[src/rtl/output_sr_chain.sv]
// Serial output shifter for 74HC595-style chains: one-word holding register,
// generated serial clock and a latch strobe after every word.
module output_sr_chain #(
  parameter int DATA_W  = 8,
  parameter int CLK_DIV = 2
) (
  input  logic              i_clk,
  input  logic              i_rst_n,
  input  logic              i_load,
  input  logic [DATA_W-1:0] i_data,
  input  logic              i_lsb_first,
  output logic              o_bit,
  output logic              o_clk,
  output logic              o_latch,
  output logic              o_busy,
  output logic              o_active,
  output logic              o_overrun
);

  localparam int CNT_W = $clog2(DATA_W);
  localparam int PH_W  = $clog2(CLK_DIV) + 1;

  localparam logic [PH_W-1:0]  PH_BIT_LAST   = PH_W'(2 * CLK_DIV - 1);
  localparam logic [PH_W-1:0]  PH_HALF       = PH_W'(CLK_DIV);
  localparam logic [PH_W-1:0]  PH_LATCH_LAST = PH_W'(CLK_DIV - 1);
  localparam logic [CNT_W-1:0] CNT_LAST      = CNT_W'(DATA_W - 1);

  typedef enum logic [1:0] {IDLE, SHIFT, LATCH} state_t;

  state_t            state, state_nxt;
  logic [DATA_W-1:0] shreg, shreg_nxt;
  logic              order_lsb, order_lsb_nxt;
  logic [CNT_W-1:0]  cnt, cnt_nxt;
  logic [PH_W-1:0]   phase, phase_nxt;
  logic [DATA_W-1:0] hold_data;
  logic              hold_lsb;
  logic              hold_full;
  logic              take;
  logic              accept;
  logic              bit_nxt, clk_nxt, latch_nxt;

  assign accept = i_load & ~hold_full;
  assign o_busy = hold_full;

  always_comb begin
    state_nxt     = state;
    shreg_nxt     = shreg;
    order_lsb_nxt = order_lsb;
    cnt_nxt       = cnt;
    phase_nxt     = phase;
    take          = 1'b0;
    case (state)
      IDLE: begin
        if (hold_full) take = 1'b1;
      end
      SHIFT: begin
        if (phase == PH_BIT_LAST) begin
          phase_nxt = '0;
          if (cnt == CNT_LAST) begin
            state_nxt = LATCH;
          end else begin
            cnt_nxt   = cnt + 1'b1;
            shreg_nxt = order_lsb ? (shreg >> 1) : (shreg << 1);
          end
        end else begin
          phase_nxt = phase + 1'b1;
        end
      end
      LATCH: begin
        if (phase == PH_LATCH_LAST) begin
          phase_nxt = '0;
          if (hold_full) take = 1'b1;
          else           state_nxt = IDLE;
        end else begin
          phase_nxt = phase + 1'b1;
        end
      end
      default: state_nxt = IDLE;
    endcase
    // Handing the queued word to the shifter overrides the normal progression.
    if (take) begin
      state_nxt     = SHIFT;
      shreg_nxt     = hold_data;
      order_lsb_nxt = hold_lsb;
      cnt_nxt       = '0;
      phase_nxt     = '0;
    end
    // Pin outputs are decoded from next-state values so they leave a flop glitch-free.
    bit_nxt   = (state_nxt == SHIFT) &
                (order_lsb_nxt ? shreg_nxt[0] : shreg_nxt[DATA_W-1]);
    clk_nxt   = (state_nxt == SHIFT) & (phase_nxt >= PH_HALF);
    latch_nxt = (state_nxt == LATCH);
  end

  always_ff @(posedge i_clk or negedge i_rst_n) begin
    if (!i_rst_n) begin
      state     <= IDLE;
      shreg     <= '0;
      order_lsb <= 1'b0;
      cnt       <= '0;
      phase     <= '0;
      o_bit     <= 1'b0;
      o_clk     <= 1'b0;
      o_latch   <= 1'b0;
      o_active  <= 1'b0;
    end else begin
      state     <= state_nxt;
      shreg     <= shreg_nxt;
      order_lsb <= order_lsb_nxt;
      cnt       <= cnt_nxt;
      phase     <= phase_nxt;
      o_bit     <= bit_nxt;
      o_clk     <= clk_nxt;
      o_latch   <= latch_nxt;
      o_active  <= (state_nxt != IDLE);
    end
  end

  // take and accept are mutually exclusive: take needs a full holder, accept an empty one.
  always_ff @(posedge i_clk or negedge i_rst_n) begin
    if (!i_rst_n) begin
      hold_data <= '0;
      hold_lsb  <= 1'b0;
      hold_full <= 1'b0;
      o_overrun <= 1'b0;
    end else begin
      if (take) hold_full <= 1'b0;
      if (accept) begin
        hold_full <= 1'b1;
        hold_data <= i_data;
        hold_lsb  <= i_lsb_first;
      end
      if (i_load & hold_full) o_overrun <= 1'b1;
    end
  end

endmodule

[config.mk]
export PLATFORM = sky130hd
export DESIGN_NAME = output_sr_chain
export DESIGN_NICKNAME = d
export VERILOG_FILES = /design/src/rtl/output_sr_chain.sv
export SDC_FILE = /design/constraint.sdc
export NUM_CORES = 1
export LEC_CHECK = 0
export BUFFER_PORTS_ARGS = -buffer_cell sky130_fd_sc_hd__buf_2
export CORE_ASPECT_RATIO = 1.75
export CORE_MARGIN = 5
export CORE_UTILIZATION = 55
export CTS_CLUSTER_SIZE = 14
export DETAILED_ROUTE_END_ITERATION = 6
export MAX_ROUTING_LAYER = met4
export PLACE_DENSITY = 0.88
export SYNTH_ARGS = -nofsm -noshare
export SYNTH_HDL_FRONTEND = slang
export SYNTH_SLANG_ARGS = --single-unit
[constraint.sdc]
create_clock -name i_clk -period 2.05 [get_ports i_clk]
set_input_delay 0.3075 -clock i_clk [delete_from_list [all_inputs] [get_ports i_clk]]
set_output_delay 0.3075 -clock i_clk [all_outputs]
set_load 0.005 [all_outputs]
## Word-level counts from Yosys, hierarchy flattened

Cells that the tools add are included.

- Input port bits: 12
- Output and inout port bits: 6
- Flip-flop bits (word level): 31

- Equality and inequality tests: 8
- Reduce and logical (&&, ||, !) cells: 6
- $add $sub $neg: 2
- $lt $le $gt $ge: 1
- Bitwise operators: 5
- Mux-type cells: 26

Operators by type and width:

| kind | count |
|---|---|
| $mux W8 | 5 |
| $mux W2 | 8 |
| $mux W3 | 4 |
| $reduce_bool A2 Y1 | 4 |
| $eq A2 B1 Y1 const B | 3 |
| $eq A2 B2 Y1 const B | 3 |
| $mux W1 | 6 |
| $pmux W2 S3 | 1 |
| $and A1 B1 Y1 | 4 |
| $pmux W2 S2 | 1 |
| $add A3 B1 Y3 const B | 1 |
| $eq A3 B3 Y1 const B | 1 |
| $reduce_and A3 Y1 | 1 |
| $add A2 B1 Y2 const B | 1 |
| $ge A2 B2 Y1 const B | 1 |
| $logic_not A2 Y1 | 1 |
| $ne A2 B2 Y1 const B | 1 |
| $pmux W1 S2 | 1 |
| $not A1 Y1 | 1 |

## Depth between registers and ports, before layout

- Word-level depth: 7
- Gate-level depth with buffers: 8
- Mapped depth without buffers: 7

## Worst setup path before layout

Ideal clock, no wire load.

- Kind: flip-flop to flip-flop
- From: register state[0]
- To: register o_bit
- Required time: 1.930 ns
- Setup slack: 0.366 ns
- Stages on the path, launching flop included: 9
- Buffers on the path: 1
- Arrival: 1.564 ns
- Clock period less this slack: 1.684 ns
- Cells stage by stage: dfrtp_1 -> inv_1 -> ha_1 -> a21oi_1 -> nand2b_1 -> buf_2 -> a211oi_1 -> a31oi_1 -> and4_1

- Longest elaborated chain between the ends: 6
- Elaborated cells between the ends (all ways): 16

RTL lines:

| element | RTL line | source |
|---|---|---|
| start, declared | 30 | `state_t state, state_nxt;` |
| start signal, assigned | 107 | `state <= state_nxt;` |
| $mux W2 (on tied branches) | 72, 59 |  |
| $mux W2 (on tied branches) | 70, 57 |  |
| $pmux W2 S3 | 52 | `case (state)` |
| $mux W2 | 81 | `if (take) begin` |
| $eq A2 B1 Y1 | 89 | `bit_nxt = (state_nxt == SHIFT) &` |
| $and A1 B1 Y1 * | 89 |  |
| named net bit_nxt | 40 | `logic bit_nxt, clk_nxt, latch_nxt;` |
| end signal, assigned | 112 | `o_bit <= bit_nxt;` |
| end, declared | 12 | `output logic o_bit,` |

Mark *: on every way through the listed nets, which the timed path passes. The rest lies on a longest branch. The select of a mux whose other input is x is not followed.
A chain may end at the register's enable or synchronous reset.

## Worst setup path after layout

- From: register cnt[0]
- To: register o_bit

- Longest elaborated chain between the ends: 7
- Elaborated cells between the ends (all ways): 12

RTL lines:

| element | RTL line | source |
|---|---|---|
| start, declared | 33 | `logic [CNT_W-1:0] cnt, cnt_nxt;` |
| start signal, assigned | 110 | `cnt <= cnt_nxt;` |
| $eq A3 B3 Y1 * | 59 | `if (cnt == CNT_LAST) begin` |
| $mux W2 / $mux W8 (equally long branches) | 59 |  |
| $mux W2 / $mux W8 (equally long branches) | 57 | `if (phase == PH_BIT_LAST) begin` |
| $pmux W2 S3 / $mux W8 (equally long branches) | 52 |  |
| $mux W2 / $mux W8 (equally long branches) | 81 |  |
| $eq A2 B1 Y1 / $mux W1 (equally long branches) | 89, 90 |  |
| $and A1 B1 Y1 * | 89 |  |
| named net bit_nxt | 40 |  |

Marks and branches as above.

==> impl_metrics.csv <==
group,metric,value,unit
setup_path,endpoint,"o_bit",
synth,synth_xor_area_frac,0,
sta,fin_crit,1870,ps
place,io_buffers,17,
cts,post_cts.repair.setup_buffers,0,
synth,synth_commonest_cells,"dfrtp_1, nand2_1",
grt,grt_pass1_wl,5240,um
sta,finalHoldViolCount,0,
setup_path,r2r_slack,180,ps
pwr,power.switching,943,uW
synth,synth-edff-count,0,
sta,setup_tns,0,ps
setup_path,worstSetupPathType,"reg2reg",
grt,grt.total_usage,0.175,
synth,async_reset_ff_frac,1.00,
grt,gr-total-overflow,0,
cells_and_area,nets,188,
routing,top_layer_used,"met4",
sta,skew,9.80,ps
worst_hold_path,hp-class,"in2async",
sta,slew_violations,0,
setup_path,worstReg2RegEnd,"o_bit",
floorplan,start_util,0.573,
sta,period_share,0.913,
place,dp.final_hpwl,2060,um
floorplan,rows,25,
cts,cts_resized,0,
synth,synth_top_cells_by_area,"dfrtp_1, ha_1, mux2_2, mux2i_1, nand2_1",
setup_path,rr_startpoint,"cnt[0]",
setup_path,slowest_delay,410,ps
setup_path,cp-start-kind,"flop",
floorplan,floorplan.die.width,50.3,um
setup_path,rr_worst_depth,6,
floorplan,die_y,80.5,um
pwr,ir_drop,1050,uV
routing,wl_met3,125,um
sta,max_slew.worst_pin.slew,674,ps
synth,muxShareOfSynthArea,0.110,
cells_and_area,regArea,776,sq um
synth,syn_inst,147,
cells_and_area,area_delta_synth_final,15.4,%
sta,finalSetupViolCount,0,
synth,synth_fa_ha_area_frac,0.0722,
cells_and_area,num_antenna_cells,0,
synth,synthFlopType,"dfrtp_1",
routing,vias_per_cell,5.77,
synth,ys_ff_latch,31,
grt,antenna_found_initial,0,
setup_path,end_kind,"flop",
cts,cts_max_level,2,
routing,drt_iter0_drc,40,
synth,synthesis.area,0.00156,sq mm
pwr,p_clk_frac,0.256,
floorplan,ios,18,
setup_path,arrival,2050,ps
synth,yosysSeqAreaShare,0.497,
synth,synth_top_area_cell,"dfrtp_1",
cells_and_area,multi_input_area,732,sq um
cells_and_area,fill_cells,217,
pwr,pwr-share-seq,0.392,
synth,synth_warnings,0,
cts,clockBufferDepth,2,
synth,synth_top_family_by_area,"simple AND/OR/NAND/NOR gates",
synth,synthSimpleGateAreaFrac,0.150,
cts,tritoncts,"built",
setup_path,slowest_stage,"dfrtp_1",
cts,clock_latency,280,ps
routing,wl_met2,1620,um
setup_path,worstPathRequired,2230,ps
synth,synth_cell_types,33,
grt,grt_max_degree,32,
pwr,powerDensity,1530,mW/mm^2
setup_path,crit_top_cell,"ha_1",
cts,clkTransAtPathRegs,70,ps
routing,drc,0,
routing,wire_per_inst,14.9,um
cts,root_buffer,"clkbuf_8",
sta,rsz0062_at_grt,"no",
floorplan,die-area,0.00404,sq mm
grt,grt_pass1_vias,1164,
pwr,power_frac_comb,0.352,
cts,hold_buffers,0,
synth,synth_compound_area_frac,0.130,
pwr,p_leak,0.838,nW
routing,postRouteAntennaNets,0,
pwr,internal-power,1.82,mW
routing,drt-met1-wl,1090,um
routing,vias,1125,
cells_and_area,layout-drive-gt1-share,0.238,
synth,synth_fp_nets,168,
routing,first_pass_iters,4,
synth,synth_top_cell_area_share,0.497,
run,drv_cap,0,
sta,hold_slack,54.0,ps
routing,routed_wl,2910,um
pwr,power.share.switching,0.341,
floorplan,coreArea,0.00272,sq mm
setup_path,startpoint,"cnt[0]",
synth,synth.avg_cell_area,10.6,sq um
setup_path,path_max_fanout,10,
synth,yosysMostFrequentCell,"dfrtp_1",
cts,cts_made_buffers,5,
cts,cts.sinks,31,
sta,fmax,534,MHz
setup_path,path_cells,"ha_1 -> ha_1 -> nand3b_1 -> mux2i_1 -> a31oi_1 -> and4_1",
sta,relSlewSlack,0.551,
place,gp_congestion,0.912,
outcome,status,"finished clean",
==> worst min path at each step <==
| stage | to | slack [ps] | from | cells past startpoint |
|---|---|---|---|---|
| after floorplan | cnt[0] | 10 | i_rst_n | 0 |
| after global placement | o_active | 370 | i_rst_n | 1 |
| after detailed placement | hold_lsb | 380 | i_rst_n | 1 |
| after CTS | hold_data[7] | 80 | i_rst_n | 1 |
| after global routing | hold_data[7] | 120 | i_rst_n | 1 |
| final | hold_lsb | 50 | i_rst_n | 1 |
==> worst max-delay path, delay by kind of cell, from the launching register on <==
family,cells,cell delay [ps]
AO/OA/AOI/OAI,1,90
multiplexers,1,250
adder cells (fa/ha/maj),2,420
AND/OR/NAND/NOR,2,590
flip-flops,1,410
==> stage by stage <==
step	power (mW)	instance area, sq um	instances	worst slack [ps]	utilization
final	2.76	1800	195	178	0.662
after global routing	2.99	1800	195	12.4	0.662
after CTS	2.76	1790	195	36.7	0.657
after detailed placement	2.04	1660	187	128	0.609
after global placement	1.99	1660	187	173	0.609
after floorplan	1.81	1560	147	366	-
==> layout by cell type, fill, tap and decap left out, types with 2 or more instances in the layout <==
cell type / Yosys / layout
dfrtp_1: 31 / 31
nand2_1: 18 / 18
buf_2: 3 / 17
mux2_2: 9 / 9
ha_1: 9 / 9
a21oi_1: 9 / 8
o21ai_0: 9 / 8
inv_1: 7 / 7
mux2i_1: 7 / 7
nor3_1: 7 / 7
clkbuf_8: 0 / 5
nand2b_1: 5 / 4
o21ai_1: 2 / 3
nor2_1: 3 / 3
a21o_1: 3 / 3
nand3_1: 2 / 2
a211oi_1: 2 / 2
o211ai_1: 2 / 2
nor2b_1: 2 / 2
bufinv_16: 0 / 2
buf_4: 3 / 2
==> registers in the layout, indices dropped and copies added (netlist names) <==
signal	cells
cnt	3
hold_data	8
hold_lsb	1
o_active	1
o_bit	1
o_busy	1
o_clk	1
o_latch	1
o_overrun	1
order_lsb	1
phase	2
shreg	8
state	2
==> logic make-up (layout without fill, tap and decap cells) <==
logic type / Yosys count / after routing
AND/OR/NAND/NOR: 45 / 45
adder cells (fa/ha/maj): 9 / 9
AO/OA/AOI/OAI: 33 / 33
multiplexers: 16 / 16
flip-flops: 31 / 31
buffers and inverters: 13 / 34
==> metal layers <==
| metal | vias up | global-route usage |
|---|---|---|
| met5 | - | - |
| met4 | 0 | 0.0709 |
| met3 | 8 | 0.0482 |
| met2 | 18 | 0.304 |
| met1 | 540 | 0.182 |
| li1 | 559 | - |
==> final cells by class <==
cell class	instances	area share
Clock buffer	6	0.0403
Inverter	7	0.0146
Multi-Input combinational cell	103	0.407
Sequential cell	31	0.431
Clock inverter	2	0.0334
Tap cell	27	0.0188
Timing Repair Buffer	19	0.0556
==> power by group through the flow <==
stage / combinational [mW] / clock, mW / sequential [mW]
after global routing: 1.11 / 0.758 / 1.12
final: 0.972 / 0.707 / 1.08
after CTS: 0.959 / 0.718 / 1.08
after floorplan: 0.792 / 0 / 1.01
after global placement: 0.914 / 0 / 1.08
after detailed placement: 0.943 / 0 / 1.09
Note: power is estimated with default switching activity, not from simulation.
